[src/rtl/cei_mochila_pkg.sv]
// rtl/cei_mochila_pkg.sv - shared address map, target encodings and CPU private decode constants
package cei_mochila_pkg;

  // System address map
  localparam logic [31:0] EXT_BUS_SYSTEM_START_ADDRESS = 32'h0000_0000;
  localparam logic [31:0] EXT_BUS_SYSTEM_END_ADDRESS   = 32'h4100_0000;
  localparam logic [31:0] BUS_SYSTEM_START_ADDRESS     = 32'hF001_0000;
  localparam logic [31:0] BUS_SYSTEM_END_ADDRESS       = 32'hFF00_0000;
  localparam logic [31:0] CPU_REG_START_ADDRESS        = 32'hFF00_0000;
  localparam logic [31:0] CPU_REG_SIZE                 = 32'h0000_1000;
  localparam logic [31:0] ERROR_START_ADDRESS          = 32'hBADA_CCE5;

  // Target of the in-flight transactions of one core data port
  typedef enum logic [1:0] {
    CPU_PRIV_TGT_SYS = 2'd0,
    CPU_PRIV_TGT_REG = 2'd1,
    CPU_PRIV_TGT_ERR = 2'd2
  } cpu_priv_tgt_e;

  // Read data returned for accesses that hit no target
  localparam logic [31:0] CPU_ERR_RDATA = ERROR_START_ADDRESS;

  // Decode bounds widened to 33 bits so end addresses never wrap
  localparam logic [32:0] CPU_DEC_REG_START = {1'b0, CPU_REG_START_ADDRESS};
  localparam logic [32:0] CPU_DEC_REG_END   = {1'b0, CPU_REG_START_ADDRESS} + {1'b0, CPU_REG_SIZE};
  localparam logic [32:0] CPU_DEC_SYS_START = {1'b0, BUS_SYSTEM_START_ADDRESS};
  localparam logic [32:0] CPU_DEC_SYS_END   = {1'b0, BUS_SYSTEM_END_ADDRESS};
  localparam logic [32:0] CPU_DEC_EXT_END   = {1'b0, EXT_BUS_SYSTEM_END_ADDRESS};

endpackage

[src/rtl/cpu_obi_err_resp.sv]
// rtl/cpu_obi_err_resp.sv - one-cycle error responder for unmapped core accesses
module cpu_obi_err_resp
  import cei_mochila_pkg::*;
(
  input  logic        clk_i,
  input  logic        rst_ni,
  input  logic        err_hs_i,
  output logic        err_pend_o,
  output logic [31:0] err_rdata_o
);

  logic err_pend_d;
  logic err_pend_q;

  // Every accepted unmapped access answers on the following cycle
  always_comb begin
    err_pend_d = err_hs_i;
  end

  // Pending-response register
  always_ff @(posedge clk_i) begin
    if (!rst_ni) begin
      err_pend_q <= 1'b0;
    end else begin
      err_pend_q <= err_pend_d;
    end
  end

  assign err_pend_o  = err_pend_q;
  assign err_rdata_o = CPU_ERR_RDATA;

endmodule

[src/rtl/cpu_obi_demux.sv]
// rtl/cpu_obi_demux.sv - per-core OBI demux to system bus, CPU registers and error responder
module cpu_obi_demux
  import cei_mochila_pkg::*;
#(
  parameter int unsigned MAX_OUTSTANDING = 4,
  parameter int unsigned CNT_W           = $clog2(MAX_OUTSTANDING + 1)
) (
  input  logic        clk_i,
  input  logic        rst_ni,
  input  logic        core_req_i,
  output logic        core_gnt_o,
  input  logic [31:0] core_addr_i,
  input  logic        core_we_i,
  input  logic [3:0]  core_be_i,
  input  logic [31:0] core_wdata_i,
  output logic        core_rvalid_o,
  output logic [31:0] core_rdata_o,
  output logic        core_err_o,
  output logic        sys_req_o,
  input  logic        sys_gnt_i,
  output logic [31:0] sys_addr_o,
  output logic        sys_we_o,
  output logic [3:0]  sys_be_o,
  output logic [31:0] sys_wdata_o,
  input  logic        sys_rvalid_i,
  input  logic [31:0] sys_rdata_i,
  output logic        reg_req_o,
  input  logic        reg_gnt_i,
  output logic [31:0] reg_addr_o,
  output logic        reg_we_o,
  output logic [3:0]  reg_be_o,
  output logic [31:0] reg_wdata_o,
  input  logic        reg_rvalid_i,
  input  logic [31:0] reg_rdata_i
);

  localparam logic [CNT_W-1:0] CNT_MAX = CNT_W'(MAX_OUTSTANDING);
  localparam logic [CNT_W-1:0] CNT_ONE = CNT_W'(1);

  cpu_priv_tgt_e    tgt_dec;
  cpu_priv_tgt_e    tgt_d, tgt_q;
  logic [CNT_W-1:0] cnt_d, cnt_q;
  logic [32:0]      addr33;
  logic             allow;
  logic             handshake;
  logic             err_hs;
  logic             err_pend;
  logic [31:0]      err_rdata;
  logic             rsp_valid;
  logic [31:0]      rsp_rdata;

  assign addr33 = {1'b0, core_addr_i};

  // Address decode against the CPU private map
  always_comb begin
    tgt_dec = CPU_PRIV_TGT_ERR;
    if (addr33 >= CPU_DEC_REG_START && addr33 < CPU_DEC_REG_END) begin
      tgt_dec = CPU_PRIV_TGT_REG;
    end else if ((addr33 >= CPU_DEC_SYS_START && addr33 < CPU_DEC_SYS_END) ||
                 addr33 < CPU_DEC_EXT_END) begin
      tgt_dec = CPU_PRIV_TGT_SYS;
    end
  end

  // Request steering and grant return; a target switch waits for the pipe to drain
  always_comb begin
    allow      = rst_ni && (cnt_q == '0 || tgt_dec == tgt_q) && cnt_q < CNT_MAX;
    sys_req_o  = core_req_i && allow && tgt_dec == CPU_PRIV_TGT_SYS;
    reg_req_o  = core_req_i && allow && tgt_dec == CPU_PRIV_TGT_REG;
    core_gnt_o = 1'b0;
    case (tgt_dec)
      CPU_PRIV_TGT_SYS: core_gnt_o = sys_gnt_i && allow;
      CPU_PRIV_TGT_REG: core_gnt_o = reg_gnt_i && allow;
      default:          core_gnt_o = allow;
    endcase
    handshake = core_req_i && core_gnt_o;
    err_hs    = handshake && tgt_dec == CPU_PRIV_TGT_ERR;
  end

  assign sys_addr_o  = core_addr_i;
  assign sys_we_o    = core_we_i;
  assign sys_be_o    = core_be_i;
  assign sys_wdata_o = core_wdata_i;
  assign reg_addr_o  = core_addr_i;
  assign reg_we_o    = core_we_i;
  assign reg_be_o    = core_be_i;
  assign reg_wdata_o = core_wdata_i;

  cpu_obi_err_resp u_err_resp (
    .clk_i       (clk_i),
    .rst_ni      (rst_ni),
    .err_hs_i    (err_hs),
    .err_pend_o  (err_pend),
    .err_rdata_o (err_rdata)
  );

  // Response select by registered target; responses with nothing in flight are dropped
  always_comb begin
    rsp_valid = 1'b0;
    rsp_rdata = '0;
    case (tgt_q)
      CPU_PRIV_TGT_SYS: begin rsp_valid = sys_rvalid_i; rsp_rdata = sys_rdata_i; end
      CPU_PRIV_TGT_REG: begin rsp_valid = reg_rvalid_i; rsp_rdata = reg_rdata_i; end
      default:          begin rsp_valid = err_pend;     rsp_rdata = err_rdata;   end
    endcase
    core_rvalid_o = rst_ni && rsp_valid && cnt_q != '0;
    core_rdata_o  = core_rvalid_o ? rsp_rdata : '0;
    core_err_o    = core_rvalid_o && tgt_q == CPU_PRIV_TGT_ERR;
  end

  // Next-state for the outstanding counter and in-flight target
  always_comb begin
    tgt_d = handshake ? tgt_dec : tgt_q;
    cnt_d = cnt_q;
    if (handshake && !core_rvalid_o) begin
      cnt_d = cnt_q + CNT_ONE;
    end else if (!handshake && core_rvalid_o) begin
      cnt_d = cnt_q - CNT_ONE;
    end
  end

  // Tracking state registers
  always_ff @(posedge clk_i) begin
    if (!rst_ni) begin
      cnt_q <= '0;
      tgt_q <= CPU_PRIV_TGT_SYS;
    end else begin
      cnt_q <= cnt_d;
      tgt_q <= tgt_d;
    end
  end

endmodule

[config.mk]
export PLATFORM = sky130hd
export DESIGN_NAME = cpu_obi_demux
export DESIGN_NICKNAME = d
export VERILOG_FILES = /design/src/rtl/cei_mochila_pkg.sv /design/src/rtl/cpu_obi_err_resp.sv /design/src/rtl/cpu_obi_demux.sv
export SDC_FILE = /design/constraint.sdc
export NUM_CORES = 1
export LEC_CHECK = 0
export BUFFER_PORTS_ARGS = -buffer_cell sky130_fd_sc_hd__buf_2
export CAP_MARGIN = 20
export CELL_PAD_IN_SITES_DETAIL_PLACEMENT = 1
export CELL_PAD_IN_SITES_GLOBAL_PLACEMENT = 1
export CORE_ASPECT_RATIO = 1.4
export CORE_MARGIN = 8
export CORE_UTILIZATION = 19
export DETAILED_ROUTE_END_ITERATION = 12
export GPL_ROUTABILITY_DRIVEN = 0
export PLACE_DENSITY_LB_ADDON = 0.12
export SLEW_MARGIN = 20
export SYNTH_ARGS = -nofsm -noshare
export SYNTH_HDL_FRONTEND = slang
export SYNTH_HIERARCHICAL = 1
export SYNTH_SLANG_ARGS = --single-unit
[constraint.sdc]
create_clock -name clk_i -period 2.7 [get_ports clk_i]
set_input_delay 0.135 -clock clk_i [delete_from_list [all_inputs] [get_ports clk_i]]
set_output_delay 0.135 -clock clk_i [all_outputs]
set_load 0.01 [all_outputs]
==> run_results.csv <==
group,metric,value,unit
critical_path,end_kind,"register",
critical_path,required,2860,ps
critical_path,cp.arrival,2770,ps
floorplan,die_area,18280,sq um
sta,finalSetupViolations,0,
floorplan,die_y,156.8,microns
critical_path,cp_slowest_stage_delay,540,ps
power,power_density,444.1,nW/um^2
detailed_routing,dr.pass1.iters,4,
synth,synth-edff-count,0,
critical_path,cp_slowest_cell,"or4_4",
clocking,tritoncts,"built",
synth,ys_seq_area_frac,0.04463,
synth,synth_area,2691,sq um
critical_path,crit_path_start_kind,"primary input",
sta,finalCritPeriodShare,0.9682,
final_layout,final_cell_count_no_fill,612,
detailed_routing,final_antenna_net_count,0,
synth,synthCells,391,
sta,finalHoldViolCount,0,
global_route,antenna_found_initial,0,
sta,worst_slew_pin_slew,630.2,ps
detailed_routing,wl_met1,3049,microns
detailed_routing,num_vias,2304,
final_layout,fin_nets,571,
sta,fin_ws,85.76,ps
final_layout,design_area,2799,sq um
clocking,insertion_delay,230,ps
floorplan,ios,315,
place,pre_cts_ws,-169.3,ps
clocking,ctsHtreeMaxLevel,1,
worst_hold_path,hp-class,"primary input to register",
sta,finClkSkew,1.434,ps
floorplan,num_rows,51,
place,io_buffers,167,
final_layout,mostFrequentLayoutCells,"buf_2, nor2_1, mux2i_1",
detailed_routing,wl,8170,microns
synth,async_flop_share,0,
sta,slew_viol_final,0,
global_route,track_usage,0.08366,
clocking,clk_path_buf_depth,2,
detailed_routing,dr_wl_met3,954,microns
place,dp_hpwl,6883,microns
synth,avgSynthCellArea,6.883,sq um
clocking,cts_root_buf,"clkbuf_16",
floorplan,die_w,116.6,microns
job,cap_violations,0,
global_route,grt_pass1_wl,12520,microns
critical_path,r2r.worst_path.cells,11,
final_layout,antenna-diode-count,0,
worst_hold_path,worstHoldPathCells,2,
detailed_routing,first_iter_violations,32,
synth,synth_flop_cell,"dfxtp_1",
critical_path,crit_type,"primary input to register",
outcome,status,"complete, no violations",
place,post_dp_cell_area,2693,sq um
sta,rsz0062_at_grt,"false",
floorplan,start_util,0.1935,
global_route,grt_overflow,0,
detailed_routing,top_layer,"met4",
global_route,grt_max_degree,66,
detailed_routing,wl_per_cell,13.35,microns
final_layout,area_growth,3.998,%
floorplan,core-area,13910,sq um
global_route,grt_pass1_vias,2582,
sta,fmax,382.5,MHz
final_layout,layout_commonest_cell,"buf_2",
synth,synth_warnings,6,
power,leakage,0.001459,uW
detailed_routing,dr_wl_met2,4020,microns
detailed_routing,route.detailed.drc,0,
clocking,cts_buffers,3,
clocking,clk_pin_slew,30,ps
final_layout,fillers,1800,
synth,synth_cell_types,43,
place,dp_cells,608,
critical_path,cp_cell_sequence,"buf_2, or4_4, o31a_1, o32a_4, mux2i_1, a21oi_2, ha_2, inv_1, fa_2, xor2_1, or3_1, a21oi_1",
sta,slew_headroom,0.5798,
synth,synth_seq_cells,6,
detailed_routing,routed_via_density,3.765,
power,peakVddDrop,0.1748,mV
critical_path,worst-path-max-fanout,4,
sta,fin_crit,2614,ps
final_layout,drive_gt1_frac,0.4895,
clocking,cts.sinks,6,
[registers in the layout, summed over array words and instances (netlist names)]
register,cells
cnt_q,3
tgt_q,2
u_err_resp/err_pend_o,1
[area by class of cell]
| type | instances | area [sq um] | share of cell area |
|---|---|---|---|
| clock buffer | 3 | 75.07 | 0.02682 |
| inverter | 4 | 15.01 | 0.005364 |
| multi-input combinational | 225 | 1354 | 0.4837 |
| sequential | 6 | 122.6 | 0.04381 |
| tap | 185 | 231.5 | 0.08270 |
| timing repair buffer | 189 | 1001 | 0.3576 |
[worst max-delay path, delay by kind of cell]
family                   cells  cell delay [ps]
AO/OA/AOI/OAI                4              820
XOR/XNOR                     1              150
adder cells (fa/ha/maj)      2              530
buffers and inverters        2              160
multiplexers                 1              140
AND/OR/NAND/NOR              2              840
[what timing repair did]
| item | 4_1_cts | 5_1_grt |
|---|---|---|
| setup endpoints to repair | 0 | 1 |
| hold buffers | 0 | 0 |
| resized for setup | 0 | 4 |
| buffers inserted | 0 | 1 |
[metal layers]
layer,global-route usage,up-vias
met1,0.08510,993
met5,0,-
met4,0.02693,0
met3,0.02777,21
met2,0.1552,137
li1,-,1153
[cells by family (layout without fill, tap and decap cells)]
| group | count (synthesis) | in the layout | synth area share |
|---|---|---|---|
| AOI/OAI and AO/OA | 51 | 51 | 0.1158 |
| other | 2 | 32 | 0.002790 |
| xor gates and xnor gates | 2 | 2 | 0.006510 |
| adders and majority gates | 2 | 2 | 0.01209 |
| buffers and inverters | 190 | 196 | 0.5053 |
| and+or+nand+nor | 101 | 101 | 0.1753 |
| muxes | 37 | 37 | 0.1376 |
| DFF | 6 | 6 | 0.04463 |
[Yosys cell counts, drive strengths merged (3+ instances only)]
| cell | number | area [sq um] |
|---|---|---|
| a21oi | 37 | 185.2 |
| buf | 178 | 1315 |
| clkbuf | 8 | 30.03 |
| dfxtp | 6 | 120.1 |
| inv | 4 | 15.01 |
| mux2i | 37 | 370.4 |
| nand2 | 6 | 30.03 |
| nor2 | 73 | 274.0 |
| nor2b | 3 | 18.77 |
| nor3 | 4 | 36.29 |
| or4 | 4 | 41.29 |
[path summary, 6_finish.rpt]
check                   startpoint                          endpoint  slack [ps]
max reg2reg  cnt_q[2]$_SDFFE_PN0P_             cnt_q[2]$_SDFFE_PN0P_         270
min                         rst_ni  u_err_resp/err_pend_o$_SDFF_PN0_         230
max                core_addr_i[26]             cnt_q[2]$_SDFFE_PN0P_          90
min reg2reg  cnt_q[2]$_SDFFE_PN0P_             cnt_q[2]$_SDFFE_PN0P_         570
[metrics by stage]
stage	total power (uW)	util	setup TNS (ps)	hold WS, ps
finish	1243	0.2012	0	230.5
global route	1379	0.2012	0	264.6
CTS	1269	0.1990	0	236.0
detailed placement	1018	0.1936	-169.3	270.1
global placement	1019	0.1936	-158.6	270.1
floorplan	880.5	-	0	262.3
[where the power goes]
part / internal, uW / switching, uW
clock: 190 / 50.2
sequential: 118 / 28.6
combinational: 381 / 475
Power figures use the tool's default switching activity.
